<file path="src/rtl/aud_pkg.sv">
// Shared audio-path types and defaults.
// Used by the recorder and the future player.
package aud_pkg;

  localparam int DATA_W    = 16;
  localparam int ADDR_W    = 20;
  localparam int I2S_DELAY = 1;

  typedef enum logic [2:0] {
    IDLE,
    WAIT_LRC,
    SHIFT,
    WRITE,
    PAUSED
  } state_t;

endpackage

</file>
<file path="src/rtl/aud_recorder_if.sv">
// Control, codec-serial and SRAM-write signals of the recorder.
// The recorder takes the slave side.
interface aud_recorder_if #(
  parameter int DATA_W = 16,
  parameter int ADDR_W = 20
);

  logic              i_init_done;
  logic              i_start;
  logic              i_pause;
  logic              i_stop;
  logic              i_lrc;
  logic              i_adcdat;
  logic [DATA_W-1:0] o_data;
  logic [ADDR_W-1:0] o_address;
  logic              o_wr_en;
  logic [ADDR_W:0]   o_sample_cnt;
  logic              o_busy;
  logic              o_full;

  modport master (
    output i_init_done, i_start, i_pause,
    output i_stop, i_lrc, i_adcdat,
    input  o_data, o_address, o_wr_en,
    input  o_sample_cnt, o_busy, o_full
  );

  modport slave (
    input  i_init_done, i_start, i_pause,
    input  i_stop, i_lrc, i_adcdat,
    output o_data, o_address, o_wr_en,
    output o_sample_cnt, o_busy, o_full
  );

endinterface

</file>
<file path="src/rtl/aud_recorder.sv">
// Left-channel I2S deserialiser with start/pause/stop control
// and a sequential SRAM write address.
module aud_recorder #(
  parameter int DATA_W = 16,
  parameter int ADDR_W = 20,
  parameter logic [ADDR_W-1:0] MAX_ADDR = {ADDR_W{1'b1}}
) (
  input logic           i_clk,
  input logic           i_rst,
  aud_recorder_if.slave bus
);

  import aud_pkg::*;

  localparam int CNT_W = $clog2(DATA_W + I2S_DELAY);

  state_t state;
  state_t next;

  logic              lrc_q;
  logic              fall;
  logic              last_bit;
  logic              pend;
  logic              full;
  logic [CNT_W-1:0]  cnt;
  logic [DATA_W-1:0] shreg;
  logic [ADDR_W-1:0] addr;
  logic [ADDR_W:0]   count;

  assign fall     = lrc_q & ~bus.i_lrc;
  assign last_bit = cnt == CNT_W'(DATA_W - 1);

  always_ff @(posedge i_clk or posedge i_rst) begin
    if (i_rst) state <= IDLE;
    else       state <= next;
  end

  always_comb begin
    next = state;
    if (bus.i_stop) begin
      next = IDLE;
    end else begin
      unique case (state)
        IDLE:
          if (bus.i_start && bus.i_init_done)
            next = WAIT_LRC;
        WAIT_LRC:
          if (bus.i_pause) next = PAUSED;
          else if (fall)   next = SHIFT;
        SHIFT:
          if (last_bit) next = WRITE;
        WRITE:
          if (addr == MAX_ADDR)
            next = IDLE;
          else if (pend || bus.i_pause)
            next = PAUSED;
          else
            next = WAIT_LRC;
        PAUSED:
          if (bus.i_start) next = WAIT_LRC;
        default:
          next = IDLE;
      endcase
    end
  end

  always_ff @(posedge i_clk or posedge i_rst) begin
    if (i_rst) begin
      lrc_q <= 1'b1;
      shreg <= '0;
      cnt   <= '0;
      pend  <= 1'b0;
      addr  <= '0;
      count <= '0;
      full  <= 1'b0;
    end else begin
      lrc_q <= bus.i_lrc;

      if (state == SHIFT) begin
        shreg <= {shreg[DATA_W-2:0], bus.i_adcdat};
        cnt   <= cnt + 1'b1;
      end else if (state == WAIT_LRC && fall) begin
        cnt <= '0;
      end

      // Pause only latches while a sample is in flight.
      if (next != SHIFT && next != WRITE)
        pend <= 1'b0;
      else if (bus.i_pause)
        pend <= 1'b1;

      if (state == IDLE && next == WAIT_LRC) begin
        addr  <= '0;
        count <= '0;
        full  <= 1'b0;
      end

      if (state == WRITE) begin
        count <= count + 1'b1;
        if (!bus.i_stop) begin
          if (addr == MAX_ADDR) full <= 1'b1;
          else                  addr <= addr + 1'b1;
        end
      end
    end
  end

  assign bus.o_data       = shreg;
  assign bus.o_address    = addr;
  assign bus.o_wr_en      = state == WRITE;
  assign bus.o_sample_cnt = count;
  assign bus.o_busy       = state != IDLE;
  assign bus.o_full       = full;

endmodule

</file>
<file path="src/flat_wrapper.sv">
// flat-port wrapper written by rule: the top's interface ports become plain ports
module aud_recorder_flat import aud_pkg::*;
#(
  parameter int DATA_W = 16,
  parameter int ADDR_W = 20,
  parameter logic [ADDR_W-1:0] MAX_ADDR = {ADDR_W{1'b1}}
)
  (i_clk, i_rst, bus_i_init_done, bus_i_start, bus_i_pause, bus_i_stop, bus_i_lrc, bus_i_adcdat, bus_o_data, bus_o_address, bus_o_wr_en, bus_o_sample_cnt, bus_o_busy, bus_o_full);
  aud_recorder_if #(.DATA_W(DATA_W), .ADDR_W(ADDR_W)) bus_i ();
  input logic i_clk;
  input logic i_rst;
  input wire logic [$bits(bus_i.i_init_done)-1:0] bus_i_init_done;
  input wire logic [$bits(bus_i.i_start)-1:0] bus_i_start;
  input wire logic [$bits(bus_i.i_pause)-1:0] bus_i_pause;
  input wire logic [$bits(bus_i.i_stop)-1:0] bus_i_stop;
  input wire logic [$bits(bus_i.i_lrc)-1:0] bus_i_lrc;
  input wire logic [$bits(bus_i.i_adcdat)-1:0] bus_i_adcdat;
  output wire logic [$bits(bus_i.o_data)-1:0] bus_o_data;
  output wire logic [$bits(bus_i.o_address)-1:0] bus_o_address;
  output wire logic [$bits(bus_i.o_wr_en)-1:0] bus_o_wr_en;
  output wire logic [$bits(bus_i.o_sample_cnt)-1:0] bus_o_sample_cnt;
  output wire logic [$bits(bus_i.o_busy)-1:0] bus_o_busy;
  output wire logic [$bits(bus_i.o_full)-1:0] bus_o_full;
  assign bus_i.i_init_done = bus_i_init_done;
  assign bus_i.i_start = bus_i_start;
  assign bus_i.i_pause = bus_i_pause;
  assign bus_i.i_stop = bus_i_stop;
  assign bus_i.i_lrc = bus_i_lrc;
  assign bus_i.i_adcdat = bus_i_adcdat;
  assign bus_o_data = bus_i.o_data;
  assign bus_o_address = bus_i.o_address;
  assign bus_o_wr_en = bus_i.o_wr_en;
  assign bus_o_sample_cnt = bus_i.o_sample_cnt;
  assign bus_o_busy = bus_i.o_busy;
  assign bus_o_full = bus_i.o_full;
  aud_recorder #(.DATA_W(DATA_W), .ADDR_W(ADDR_W), .MAX_ADDR(MAX_ADDR)) u_core (.i_clk(i_clk), .i_rst(i_rst), .bus(bus_i));
endmodule
</file>
<file path="config.mk">
export PLATFORM = sky130hd
export DESIGN_NAME = aud_recorder_flat
export DESIGN_NICKNAME = d
export VERILOG_FILES = /design/src/rtl/aud_pkg.sv /design/src/rtl/aud_recorder_if.sv /design/src/rtl/aud_recorder.sv /design/src/flat_wrapper.sv
export SDC_FILE = /design/constraint.sdc
export NUM_CORES = 1
export LEC_CHECK = 0
export CAP_MARGIN = 30
export CORE_AREA = 4 4 82 84
export CTS_BUF_LIST = sky130_fd_sc_hd__clkbuf_4
export DETAILED_ROUTE_END_ITERATION = 10
export DIE_AREA = 0 0 86 88
export GPL_TIMING_DRIVEN = 0
export PLACE_DENSITY_LB_ADDON = 0.12
export SKIP_CTS_REPAIR_TIMING = 1
export SYNTH_ARGS = -nofsm -noshare
export SYNTH_HDL_FRONTEND = slang
export SYNTH_SLANG_ARGS = --single-unit
</file>
<file path="constraint.sdc">
create_clock -name i_clk -period 3.05 [get_ports i_clk]
set_input_delay 0.4575 -clock i_clk [delete_from_list [all_inputs] [get_ports i_clk]]
set_output_delay 0.4575 -clock i_clk [all_outputs]
set_load 0.05 [all_outputs]
</file>
==> impl_metrics.yaml, run 1 <==
sta:
  rsz0062_at_grt: "false"
  finalCriticalPeriod_ps: 2830
  finalClockSkew_ps: 15.2
  tightestPinTransition_ps: 984
  relSlewSlack: 0.338
  fin_crit_sh: 0.927
  max_freq_mhz: 354
  hold_violations: 0
  drv_slew: 0
  setup_viol: 0
drt:
  ant_nets: 0
  routedWlPerCell_um: 15.1
  initialDrtViolationCount: 265
  via_per_inst: 5.81
  first_pass_iters: 4
  vias: 3067
  drt_wl_total_um: 7980
  drc: 0
hold_path:
  hold_path_class: "in2reg"
  hold_end: "u_core.lrc_q$_DFF_PP1_"
  hp-start: "bus_i_lrc"
  whs_path_depth: 1
clock_network:
  root_buffer: "clkbuf_4"
  cts_max_path_buffers: 2
  clock_sinks: 68
  clk_latency_ps: 420
  cts_max_level: 3
  clk_pin_slew_ps: 100
  cts_inserted_buffers: 9
  cts_tree: "yes"
flow_run:
  cap_violations: 0
logic_synthesis:
  yosysWarnings: 0
  synthesis.area_mm2: 0.00338
  ys_ff_latch: 68
  yosysSeqAreaShare: 0.504
  synth_edf_count: 0
  synth_nets: 382
  synthFlopType: "dfrtp_1"
  postSynthAreaPerCell_um2: 9.13
  ys_types: 54
  synthArstFlopShare: 1.00
  synth_cells: 370
power_and_ir_drop:
  p_total_mw: 1.82
  vdd_ir_drop_max_v: 0.000330
  leakagePower_nw: 1.89
  p_per_area_mw_per_mm2: 424
grt:
  grt_remaining_overflow: 0
  grt_first_pass_wirelength_um: 14100
  antenna_found_initial: 0
  grt_max_degree: 69
  grt_pass1_vias: 3017
  grtUsageTotal: 0.234
layout:
  finalNetCount: 460
  fin_area_mm2: 0.00430
  multi_input_area_mm2: 0.00159
  nFillCells: 453
  layout-drive-gt1-share: 0.0662
  diodes: 0
  final_common_cell: "nand2_1"
  final_cell_mix: "nand2_1, dfrtp_1, clkdlybuf4s50_1, o21ai_0, nor2_1"
  area_delta_synth_final_pct: 27.3
  layout.area.seq_mm2: 0.00170
  fin_util: 0.726
place:
  place.gp.congestion: 0.852
  numPortBuffers: 67
  dp_hpwl_um: 5480
  place_area_mm2: 0.00414
floorplan:
  num_rows: 28
  initial_core_util: 0.570
  core_area_mm2: 0.00592
  die_w_um: 86
  fp.dieH_um: 88
  die_area_mm2: 0.00757
  io_pins: 68
critical_path:
  r2r_start: "u_core.bus.o_address[0]$_DFF_PP0_"
  critical_path_class: "reg2out"
  critPathMaxFanout: 10
  r2r_cells: 6
  r2r_end: "u_core.bus.o_address[3]$_DFF_PP0_"
  cp_slowest_cell: "dlymetal6s2s_1"
  crit_chain: "clkbuf_1, nand3b_1, inv_1, clkbuf_1, dlymetal6s2s_1"
  cp_data_arrival_time_ps: 2370
  reg2reg_slack_ps: 570
  crit_path_end_kind: "output pin"
  max_stage_delay_ps: 500
  path_delay_family: "buffers and inverters"
  cp.required_ps: 2590
  startpoint_type: "register"
  cp_num_buf_inv: 4
  path_common_cell: "clkbuf_1"
run_status:
  status: "completed"
[cell families (layout without fill, tap and decap cells)]
family          count (synthesis)  after routing  share of synthesized area
flops                          68             68                      0.504
mux                             5              5                     0.0156
compound gates                 80             80                      0.149
buf+inv                        20            103                     0.0256
xor+xnor                       11             11                     0.0285
fa+ha+maj                       4              4                     0.0148
simple gates                  182            182                      0.262
[flip-flops by register name, indices dropped and copies added (netlist names)]
signal	count
u_core.bus.o_sample_cnt	21
u_core.state	3
u_core.bus.o_full	1
u_core.cnt	5
u_core.lrc_q	1
u_core.bus.o_data	16
u_core.bus.o_address	20
u_core.pend	1
[cell usage after synthesis (all sizes together) (6+ instances only)]
cell type	count	area share
nand2	79	0.088
a21oi	15	0.022
nor2b	7	0.013
o21ai	36	0.053
dfrtp	67	0.50
xor2	6	0.016
nand4	8	0.015
nor3	7	0.013
nand3	26	0.042
nor2	27	0.030
clkbuf	12	0.014
[where the power goes]
part,switching (mW),internal (mW),total [mW]
Combinational,0.133,0.0671,0.201
Clock,0.321,0.334,0.655
Sequential,0.0310,0.937,0.968
Total,0.485,1.34,1.82
[worst max path at each step]
stage                                              to  depth (start not counted)  slack [ps]                               from
floorplan           u_core.bus.o_address[3]$_DFF_PP0_                          6         700  u_core.bus.o_address[0]$_DFF_PP0_
global placement     u_core.bus.o_data[0]$_DFFE_PP0P_                          2        -280                              i_rst
detailed placement                        bus_o_wr_en                          5         300          u_core.state[1]$_DFF_PP0_
CTS                                       bus_o_wr_en                          5        -180          u_core.state[1]$_DFF_PP0_
global route                              bus_o_wr_en                          5          40          u_core.state[1]$_DFF_PP0_
finish                                    bus_o_wr_en                          5         220          u_core.state[1]$_DFF_PP0_
[through the flow]
stage          setup WS [ps]  setup TNS (ps)  cells  hold WS, ps
2_1_floorplan            695               0    370          450
3_3_place_gp            -282          -18650    512          458
3_5_place_dp             298               0    512          470
4_1_cts                 -183            -183    528          463
5_1_grt                 35.2               0    528          477
6_report                 222               0    528          486
[routing by layer]
metal / vias to the layer above / global-route usage / share of wire
met5: - / 0 / 0
met4: 0 / 0.102 / 0.018
met3: 11 / 0.0517 / 0.066
met2: 112 / 0.381 / 0.47
met1: 1478 / 0.303 / 0.44
li1: 1466 / - / -
[cell type report]
cell class	count	area share
inverters	4	0.00407
multi-input cells	282	0.369
clock inverters	6	0.0183
repair buffers	67	0.157
clock buffers	10	0.0175
well taps	75	0.0218
plain buffers	16	0.0166
flip-flops and latches	68	0.396
Power figures use the tool's default switching activity.
==> run 2: changes to the inputs <==
--- a/config.mk
+++ b/config.mk
@@ -10,7 +10,6 @@
 export CTS_BUF_LIST = sky130_fd_sc_hd__clkbuf_4
 export DETAILED_ROUTE_END_ITERATION = 10
 export DIE_AREA = 0 0 86 88
-export GPL_TIMING_DRIVEN = 0
 export PLACE_DENSITY_LB_ADDON = 0.12
 export SKIP_CTS_REPAIR_TIMING = 1
 export SYNTH_ARGS = -nofsm -noshare
==> run 2 against run 1 <==
Core utilization down 0.95 points. Highest routed layer unchanged. Clock skew about the same. Critical endpoint is now bus_o_busy. Global-route usage down 0.58 points. Largest power group unchanged.
==> impl_metrics.yaml, run 2 (same netlist as run 1, synthesis figures left out) <==
critical_path:
  r2r_cells: 7
  cp-startpoint: "u_core.state[0]$_DFF_PP0_"
  cp_slowest_cell: "clkdlybuf4s50_1"
  cp.required_ps: 2590
  reg2reg_slack_ps: 680
  r2r_end: "u_core.bus.o_sample_cnt[5]$_DFFE_PP0P_"
  critPathMaxFanout: 14
  max_stage_delay_ps: 710
  crit_path_end_kind: "output pin"
  critical_path_class: "reg2out"
  endpoint: "bus_o_busy"
  startpoint_type: "register"
  crit_chain: "or3_1, clkdlybuf4s50_1"
  r2r_start: "u_core.cnt[0]$_DFFE_PP0P_"
  cp_data_arrival_time_ps: 2060
layout:
  fin_util: 0.717
  layout-drive-gt1-share: 0.0811
  largest_reg_flops: 21
  finalNetCount: 451
  diodes: 0
  final_common_cell: "nand2_1"
  area_delta_synth_final_pct: 25.7
  final_cell_mix: "nand2_1, dfrtp_1, clkdlybuf4s50_1, o21ai_0, nor2_1"
place:
  dp_hpwl_um: 5440
  numPortBuffers: 67
  place.gp.congestion: 0.819
power_and_ir_drop:
  p_per_area_mw_per_mm2: 396
  vdd_ir_drop_max_v: 0.000420
  p_total_mw: 1.68
  leakagePower_nw: 1.87
drt:
  first_pass_iters: 4
  routedWlPerCell_um: 15.4
  drc: 0
  vias: 2967
  via_per_inst: 5.72
  ant_nets: 0
  drt_wl_total_um: 7980
  initialDrtViolationCount: 198
sta:
  finalCriticalPeriod_ps: 2510
  rsz0062_at_grt: "false"
  setup_viol: 0
  max_freq_mhz: 398
  hold_violations: 0
  setup_tns_ps: 0
  drv_slew: 0
  tightestPinTransition_ps: 938
  fin_crit_sh: 0.824
  finalClockSkew_ps: 14.9
  relSlewSlack: 0.374
clock_network:
  cts_tree: "yes"
  clk_pin_slew_ps: 120
  clk_latency_ps: 410
  root_buffer: "clkbuf_4"
  cts_inserted_buffers: 9
  clock_sinks: 68
  cts_max_level: 3
  cts_max_path_buffers: 2
grt:
  grt_max_degree: 69
  grt_first_pass_wirelength_um: 13800
  grtUsageTotal: 0.229
  antenna_found_initial: 0
  grt_remaining_overflow: 0
  grt_pass1_vias: 2909
hold_path:
  hold_path_class: "in2async"
floorplan:
  die_w_um: 86
  initial_core_util: 0.570
  io_pins: 68
  core_area_mm2: 0.00592
  die_area_mm2: 0.00757
  num_rows: 28
  fp.dieH_um: 88
flow_run:
  cap_violations: 0
run_status:
  status: "completed"
==> run 2: cell types whose count changed in the layout (fill, tap and decap cells not counted), moves of 2 or more <==
| cell | before | now |
|---|---|---|
| buf_2 | 2 | 0 |
| bufinv_16 | 2 | 0 |
| buf_4 | 0 | 7 |
| clkinv_1 | 3 | 1 |
| clkbuf_1 | 11 | 0 |
| clkbuf_4 | 10 | 13 |
| clkinv_2 | 0 | 2 |
==> run 2: power breakdown <==
| part | internal (mW) | total (mW) | switching (mW) |
|---|---|---|---|
| logic | 0.0671 | 0.196 | 0.129 |
| clock network | 0.200 | 0.513 | 0.312 |
| registers | 0.936 | 0.971 | 0.0344 |
==> run 2: area by class of cell <==
type,count,area [um2]
repair buffers,74,733
flip-flops and latches,68,1700
well taps,75,93.8
clock inverters,3,13.8
inverters,4,15.0
clock buffers,13,97.6
multi-input cells,282,1590
fillers,476,1680
==> run 2: routing by layer <==
metal  GRT usage  wire length [um]  vias to the layer above
met5           0                 0                        -
met4      0.0863               123                        0
met3      0.0489               438                       10
met2       0.365              3690                       84
met1       0.308              3730                     1415
li1            -                 -                     1458
==> run 2: worst min path at each step <==
stage / slack [ps] / to / startpoint / depth (start not counted)
2_1_floorplan: 450 / u_core.cnt[4]$_DFFE_PP0P_ / u_core.cnt[4]$_DFFE_PP0P_ / 2
3_3_place_gp: 460 / u_core.bus.o_data[15]$_DFFE_PP0P_ / u_core.bus.o_data[15]$_DFFE_PP0P_ / 2
3_5_place_dp: 470 / u_core.bus.o_sample_cnt[20]$_DFFE_PP0P_ / u_core.bus.o_sample_cnt[20]$_DFFE_PP0P_ / 1
4_1_cts: 430 / u_core.bus.o_address[9]$_DFF_PP0_ / i_rst / 3
5_1_grt: 480 / u_core.lrc_q$_DFF_PP1_ / bus_i_lrc / 1
6_report: 430 / u_core.bus.o_sample_cnt[15]$_DFFE_PP0P_ / i_rst / 3
==> run 2: metrics by stage <==
step	setup WS (ps)	hold WS [ps]	std cells	instance area (um2)
3_5_place_dp	605	472	503	4130
6_report	536	430	519	4240
2_1_floorplan	695	450	370	3380
4_1_cts	514	435	519	4240
3_3_place_gp	699	461	503	4130
5_1_grt	455	485	519	4240
==> run 2: worst max-delay path, delay by kind of cell, from the launching register on <==
family / cells / cell delay [ps]
flip-flops: 1 / 520
AND/OR/NAND/NOR: 1 / 420
buffers and inverters: 1 / 710
==> run 3: changes to the inputs <==
--- a/config.mk
+++ b/config.mk
@@ -6,10 +6,10 @@
 export NUM_CORES = 1
 export LEC_CHECK = 0
 export CAP_MARGIN = 30
-export CORE_AREA = 4 4 82 84
+export CORE_AREA = 4 4 89 91
 export CTS_BUF_LIST = sky130_fd_sc_hd__clkbuf_4
 export DETAILED_ROUTE_END_ITERATION = 10
-export DIE_AREA = 0 0 86 88
+export DIE_AREA = 0 0 93 95
 export PLACE_DENSITY_LB_ADDON = 0.12
 export SKIP_CTS_REPAIR_TIMING = 1
 export SYNTH_ARGS = -nofsm -noshare
==> constraint.sdc (replaced) <==
create_clock -name i_clk -period 2.2 [get_ports i_clk]
set_input_delay 0.33 -clock i_clk [delete_from_list [all_inputs] [get_ports i_clk]]
set_output_delay 0.33 -clock i_clk [all_outputs]
set_load 0.05 [all_outputs]
==> run 3 against run 2 <==
Via count is 2.3% higher. Sequential cell count stayed put. Critical path depth unchanged. Core utilization decreased by 8.4 points. Global-route usage shrank 2.5 points. Sequential power is 38% higher. Clock-buffer cell count fell by 2. Hold slack lost 170 ps. Largest cell class unchanged. Die area increased by 17%.
==> impl_metrics.yaml, run 3 (same netlist as run 1, synthesis figures left out) <==
run_status:
  status: "completed"
flow_run:
  cap_violations: 0
sta:
  hold_slack_ps: 259
  hold_violations: 0
  relSlewSlack: 0.640
  finalClockSkew_ps: 17.5
  tightestPinTransition_ps: 535
  drv_slew: 0
  rsz0062_at_grt: "false"
  max_freq_mhz: 476
  finalWorstSetupSlack_ps: 98.5
  setup_viol: 0
  fin_crit_sh: 0.955
  finalCriticalPeriod_ps: 2100
critical_path:
  cp_num_buf_inv: 2
  crit_path_end_kind: "output pin"
  cp_slowest_cell: "clkdlybuf4s50_1"
  path_delay_family: "buffers and inverters"
  critical_path_class: "reg2out"
  critPathMaxFanout: 5
  startpoint_type: "register"
  cp.required_ps: 1870
  crit_chain: "buf_4, clkdlybuf4s50_1"
  cp_data_arrival_time_ps: 1770
  max_stage_delay_ps: 800
drt:
  via_per_inst: 5.38
  first_pass_iters: 4
  initialDrtViolationCount: 143
  routedWlPerCell_um: 14.4
  drt_wl_total_um: 8120
  drc: 0
  ant_nets: 0
  vias: 3036
grt:
  grt_first_pass_wirelength_um: 14300
  grt_pass1_vias: 3094
  grtUsageTotal: 0.203
  grt_remaining_overflow: 0
  antenna_found_initial: 0
  grt_max_degree: 28
layout:
  diodes: 0
  final_cell_mix: "nand2_1, clkdlybuf4s50_1, dfrtp_1, o21ai_0, nor2_1"
  largest_reg_flops: 21
  area_delta_synth_final_pct: 33.8
  final_common_cell: "nand2_1"
  layout-drive-gt1-share: 0.133
  fin_util: 0.633
  finalNetCount: 472
clock_network:
  cts_tree: "yes"
  cts_inserted_buffers: 9
  root_buffer: "clkbuf_4"
  clk_latency_ps: 420
  cts_max_level: 3
  clock_sinks: 68
  clk_pin_slew_ps: 120
  cts_max_path_buffers: 2
power_and_ir_drop:
  p_per_area_mw_per_mm2: 568
  leakagePower_nw: 2.02
  vdd_ir_drop_max_v: 0.000405
place:
  place.gp.congestion: 0.880
  pre_cts_ws_ps: 170
  dp_hpwl_um: 5840
  numPortBuffers: 67
floorplan:
  die_area_mm2: 0.00884
  initial_core_util: 0.473
  core_area_mm2: 0.00714
  fp.dieH_um: 95
  io_pins: 68
  num_rows: 31
  die_w_um: 93
hold_path:
  hold_path_class: "in2async"
run 3: where the power goes:
part           leakage, nW  switching (mW)  internal [mW]  total (mW)
clock               0.0845           0.448          0.482       0.930
combinational         1.01           0.188          0.107       0.295
sequential           0.930          0.0422           1.30        1.34
total                 2.02           0.678           1.89        2.57
run 3: area by class of cell:
class / instances / area [um2]
Inverter: 4 / 15.0
Tap cell: 99 / 124
Clock buffer: 11 / 82.6
Sequential cell: 68 / 1710
Fill cell: 642 / 2620
Multi-Input combinational cell: 282 / 1590
Clock inverter: 5 / 76.3
Timing Repair Buffer: 95 / 918
run 3: through the flow:
stage	instances	area, um2	total power, mW	setup TNS (ps)
floorplan	370	3390	1.54	0
global placement	548	4360	1.65	0
detailed placement	548	4360	1.66	0
CTS	564	4520	2.59	-121
global route	564	4520	2.70	0
finish	564	4520	2.57	0
run 3: metal layers:
metal | routed length [um] | track usage
met5 | 0 | 0
met3 | 407 | 0.0526
met2 | 3810 | 0.328
met4 | 140 | 0.0806
met1 | 3770 | 0.263
run 3: worst register-to-register path: stages, from the launching register on:
cell	delay [ps]
dfrtp_1	430
ha_1	240
and3_1	190
ha_1	180
o2bb2ai_1	140
buf_4	150
nand2_1	170
buf_4	210
nand2_1	70
mux2i_1	130
run 3: final timing paths:
kind	startpoint	slack, ps	cells after the start	to
setup / recovery	u_core.bus.o_address[2]$_DFF_PP0_	100	2	bus_o_address[2]
hold / removal	i_rst	260	2	u_core.bus.o_sample_cnt[5]$_DFFE_PP0P_
setup reg to reg	u_core.cnt[0]$_DFFE_PP0P_	200	9	u_core.bus.o_sample_cnt[20]$_DFFE_PP0P_
hold reg to reg	u_core.bus.o_data[15]$_DFFE_PP0P_	490	2	u_core.bus.o_data[15]$_DFFE_PP0P_
max in group asynchronous	i_rst	1360	3	u_core.lrc_q$_DFF_PP1_
min in group i_clk	bus_i_lrc	370	1	u_core.lrc_q$_DFF_PP1_
